File: src/rtl/mod_counter_pkg.sv
// mod_counter_pkg: mode and FSM state types shared by the modulo counter files
package mod_counter_pkg;
  typedef enum logic [1:0] {MODE_WRAP, MODE_SAT, MODE_ONESHOT, MODE_RSVD} mode_t;
  typedef enum logic {ST_RUN, ST_DONE} state_t;
endpackage

File: src/rtl/mod_counter_prescaler.sv
// mod_counter_prescaler: divides enable cycles by PRESCALE_DIV, tick on the last one
module mod_counter_prescaler #(
  parameter int PRESCALE_DIV = 4
) (
  input  logic clk,
  input  logic rst,
  input  logic clr,
  input  logic enable,
  output logic tick
);
  localparam int W = PRESCALE_DIV > 1 ? $clog2(PRESCALE_DIV) : 1;
  logic [W-1:0] phase;
  assign tick = enable && phase == W'(PRESCALE_DIV - 1);
  always_ff @(posedge clk or negedge rst)
    if (!rst) phase <= '0;
    else if (clr) phase <= '0;
    else if (enable) phase <= tick ? '0 : phase + 1'b1;
endmodule

File: src/rtl/mod_counter.sv
// mod_counter: programmable modulo counter with wrap/saturate/one-shot modes.
// Define MOD_COUNTER_PRESCALE_EN to step only every PRESCALE_DIV enabled cycles.
module mod_counter
  import mod_counter_pkg::*;
#(
  parameter int WIDTH        = 8,
  parameter int PRESCALE_DIV = 4
) (
  input  logic             clk,
  input  logic             rst,
  input  logic             enable,
  input  logic             sync_clr,
  input  logic             load,
  input  logic [WIDTH-1:0] load_value,
  input  logic             dir_up,
  input  logic [1:0]       mode,
  input  logic [WIDTH-1:0] max_value,
  output logic [WIDTH-1:0] count,
  output logic             tc,
  output logic             wrap_pulse,
  output logic             done
);
  mode_t       md;
  state_t      state;
  logic        tick, step, wrap_mode, rst_n;
  logic [1:0]  rst_q;
  // reset asserts asynchronously but is released on a clock edge
  always_ff @(posedge clk or negedge rst)
    if (!rst) rst_q <= '0;
    else rst_q <= {rst_q[0], 1'b1};
  assign rst_n = rst_q[1];
  assign md = mode_t'(mode);
  assign wrap_mode = md == MODE_WRAP || md == MODE_RSVD;
  assign tc = dir_up ? count >= max_value : count == '0;
  assign step = enable && tick && state == ST_RUN;
  assign done = state == ST_DONE;
`ifdef MOD_COUNTER_PRESCALE_EN
  mod_counter_prescaler #(.PRESCALE_DIV(PRESCALE_DIV)) u_prescaler (
    .clk    (clk),
    .rst    (rst_n),
    .clr    (sync_clr || load),
    .enable (enable && state == ST_RUN),
    .tick   (tick)
  );
`else
  assign tick = PRESCALE_DIV >= 1;
`endif
  always_ff @(posedge clk or negedge rst_n)
    if (!rst_n) begin
      count      <= '0;
      wrap_pulse <= 1'b0;
      state      <= ST_RUN;
    end else begin
      wrap_pulse <= 1'b0;
      if (sync_clr) begin
        count <= '0;
        state <= ST_RUN;
      end else if (load) begin
        count <= load_value > max_value ? max_value : load_value;
        state <= ST_RUN;
      end else if (state == ST_DONE) begin
        if (md != MODE_ONESHOT) state <= ST_RUN;
      end else if (step) begin
        if (!tc) count <= dir_up ? count + 1'b1 : count - 1'b1;
        else if (wrap_mode) begin
          count      <= dir_up ? '0 : max_value;
          wrap_pulse <= 1'b1;
        end else if (md == MODE_ONESHOT) state <= ST_DONE;
      end
    end
endmodule

File: config.mk
export PLATFORM = sky130hd
export DESIGN_NAME = mod_counter
export DESIGN_NICKNAME = d
export VERILOG_FILES = /design/src/rtl/mod_counter_pkg.sv /design/src/rtl/mod_counter_prescaler.sv /design/src/rtl/mod_counter.sv
export SDC_FILE = /design/constraint.sdc
export NUM_CORES = 1
export LEC_CHECK = 0
export CORE_AREA = 2 2 57 59
export DETAILED_ROUTE_END_ITERATION = 8
export DIE_AREA = 0 0 59 61
export PLACE_DENSITY = 0.78
export RECOVER_POWER = 50
export SKIP_CTS_REPAIR_TIMING = 1
export SYNTH_ARGS = -nofsm -noshare
export SYNTH_HDL_FRONTEND = slang
export SYNTH_HIERARCHICAL = 1
export SYNTH_SLANG_ARGS = --single-unit
File: constraint.sdc
create_clock -name clk -period 2.3 [get_ports clk]
set_clock_uncertainty 0.15 [all_clocks]
set_input_delay 0.23 -clock clk [delete_from_list [all_inputs] [get_ports clk]]
set_output_delay 0.23 -clock clk [all_outputs]
set_load 0.1 [all_outputs]
==> reports/results.txt <==
DP Worst Slack: -0.6068 ns
Die Height: 61 um
Die X: 59 um
wl on met1: 2297 um
Total Routing Usage GR: 29.97%
Arrival @ worst endpoint: 2.59 ns
fraction of layout cells with a size suffix above 1: 43.77%
Worst Path Required: 2.32 ns
number of flops mapped to enable cells by yosys: 0
critical path type: reg2reg
DRT antenna net count: 0
Fillers: 162
fraction of registers with async set or reset after synthesis: 100.0%
first-pass GRT wire length: 8004 um
Final Instance Area: 2496 um^2
count of cell types in the netlist: 40
row cnt: 20
f_max: 0.3888 GHz
placed cell areas: 2216 um^2
Final #Nets: 314
die footprint: 3599 um^2
global route total overflow: 0
top cell type by total area after synthesis: dfrtp_1
ys flop type: dfrtp_1
P&R area growth vs syn: 75.77%
DP Wirelength: 4142 um
number of CTS-inserted buffers: 3
yosys synthesis warning count: 6
total of max-cap violations: 0
via count: 1773
Core Region: 2953 um^2
met3 wire len: 332 um
post-synthesis sequential area ratio: 21.15%
Worst VDD drop: 440.2 uV
largest net degree at the start of global routing: 11
Multi-input gate area: 1206 um^2
CTS tree: yes
number of buffers added on ports: 34
Initial Util: 48.09%
RSZ-0062 raised after global routing: yes
flops & latches, synth: 12
Final period util: 111.8%
top sig layer: met4
H-tree Lvls: 1
clk slew on worst S/H paths: 0.09 ns
final WL: 5604 um
Setup-failing EPs final: 9
drt pass-1 iters: 4
Ports: 35
Leak: 1.233 nW
power per cell area: 542.9 nW/um^2
Clock Tree Buf Depth: 2
gpl congestion: 0.9762
Mapped Area: 1420 um^2
CP startpoint kind: flip-flop
Tmin final: 2.572 ns
failing checks: negative setup slack
initial antenna violation count: 0
drc violations: 0
Sequential Area: 322.8 um^2
Synth top area share: 21.15%
Slew Limit Headroom: 65.34%
Final WS setup: -0.2723 ns
Worst-Margin Slew: 0.5199 ns
Hold Crit Class: reg2async
Slew Viols, Final: 0
final hold vios: 0
Worst-Skew Late Latency: 0.28 ns
outcome: finished, violations left
initial DRC count: 74
ant diodes: 0
vias per std cell: 5.950
largest cells by area after synthesis: dfrtp_1 (21%), ha_1 (20%), a21oi_1 (6.3%)
Pwr Total: 1.355 mW
clock root buffer: clkbuf_4
CP max FO: 5
syn nets: 217
post-synthesis average cell area: 8.403 um^2
Final Util: 84.53%
Worst setup EP type: flip-flop
vias in the first global route: 1710
Num Clock Sinks: 12
metal2 WL: 2841 um
Synth Instances: 169
WL per Instance: 18.81 um
[per-stage QoR]
| step | cells | hold slack, ns | setup TNS [ns] |
|---|---|---|---|
| 2_1_floorplan | 169 | -0.2156 | -2.048 |
| 3_3_place_gp | 285 | 0.05616 | -4.524 |
| 3_5_place_dp | 285 | 0.05441 | -5.096 |
| 4_1_cts | 289 | -0.04891 | -2.568 |
| 5_1_grt | 298 | 0.1037 | -1.955 |
| 6_report | 298 | 0.06486 | -1.681 |
[synthesized netlist by cell type (all sizes together), types with 3 or more instances]
library cell,count
xor2,4
nor2,11
ha,23
nor2b,6
a211oi,3
nand2,9
nor3,5
a22oi,3
nand3,5
mux2i,5
o211ai,4
inv,14
dfrtp,12
o21ai,16
a21oi,18
buf,3
[metal layers]
metal / global-route usage, % / up-vias
met5: 0 / -
met4: 6.818 / 0
met3: 3.412 / 16
met2: 56.03 / 87
met1: 36.86 / 844
li1: - / 826
[layout make-up]
type                       instances  share of cell area [%]
multi-input combinational        140                   48.32
timing repair buffer              95                   33.53
sequential                        12                   12.93
inverter                          14                   2.105
tap                               33                   1.654
clock buffer                       4                   1.454
[cells by family (layout without fill, tap and decap cells)]
| logic type | Yosys count | in the layout | synth area share (%) |
|---|---|---|---|
| flip-flops | 12 | 12 | 21.15 |
| other | 1 | 1 | 0.2641 |
| AND/OR/NAND/NOR | 45 | 45 | 16.21 |
| multiplexers | 5 | 5 | 3.524 |
| buffers and inverters | 17 | 113 | 5.198 |
| XOR/XNOR | 5 | 5 | 3.084 |
| AO/OA/AOI/OAI | 60 | 60 | 28.90 |
| adder cells (fa/ha/maj) | 24 | 24 | 21.67 |
[report_power, final]
group | switching, mW | total (mW) | internal (mW)
clock | 0.0831 | 0.179 | 0.0964
sequential | 0.0296 | 0.270 | 0.241
combinational | 0.503 | 0.905 | 0.402
total | 0.616 | 1.36 | 0.739
[worst max-delay path, stage by stage, from the launching register on]
cell and delay, ns:
dfrtp_4 0.51, ha_4 0.22, a21o_1 0.18, a211o_1 0.31
o221a_4 0.26, nor2b_4 0.13, o21a_4 0.22, buf_12 0.13
a22oi_2 0.24, o21ai_2 0.09
[sequential cells by signal (all words and copies together), names as in the netlist]
register	count
count	8
done	1
rst_q	2
wrap_pulse	1
[path summary, 6_finish.rpt]
path	startpoint	depth (start not counted)	slack [ns]	end
worst max-delay path	count[6]	9	-0.27	count[4]
worst min-delay path	rst_q[1]	0	0.06	wrap_pulse
worst max register to register	count[6]	9	-0.27	count[4]
worst min register to register	rst_q[1]	0	0.06	wrap_pulse
max in group asynchronous	rst	2	1.34	rst_q[0]
min in group clk	rst_q[0]	0	0.21	rst_q[1]
[layout by cell type (no fill, tap or decap), types with 2 or more instances in the layout]
cell / netlist / final
buf_4: 0 / 64
a21oi_1: 18 / 17
ha_1: 23 / 17
clkdlybuf4s50_1: 0 / 14
nor2_1: 11 / 10
o21ai_0: 16 / 10
inv_1: 13 / 9
nand2_1: 9 / 9
dlymetal6s2s_1: 0 / 8
ha_4: 0 / 6
inv_2: 1 / 5
dfrtp_4: 0 / 5
buf_6: 1 / 5
o211ai_1: 4 / 4
o21ai_1: 0 / 4
nor2b_1: 5 / 4
mux2i_1: 5 / 4
xor2_1: 4 / 4
nand3_1: 5 / 4
dfrtp_1: 12 / 4
nor3_1: 5 / 3
a22oi_2: 0 / 3
clkbuf_4: 0 / 3
dfrtp_2: 0 / 3
or4_4: 0 / 2
a21o_1: 2 / 2
a211o_1: 2 / 2
nand2b_1: 2 / 2
a211oi_1: 3 / 2
nand4_1: 2 / 2
nor3_2: 0 / 2
o21ai_2: 0 / 2
a22o_1: 2 / 2
dlygate4sd3_1: 0 / 2
buf_12: 0 / 2
No activity file was read; power rests on OpenSTA's default activity.
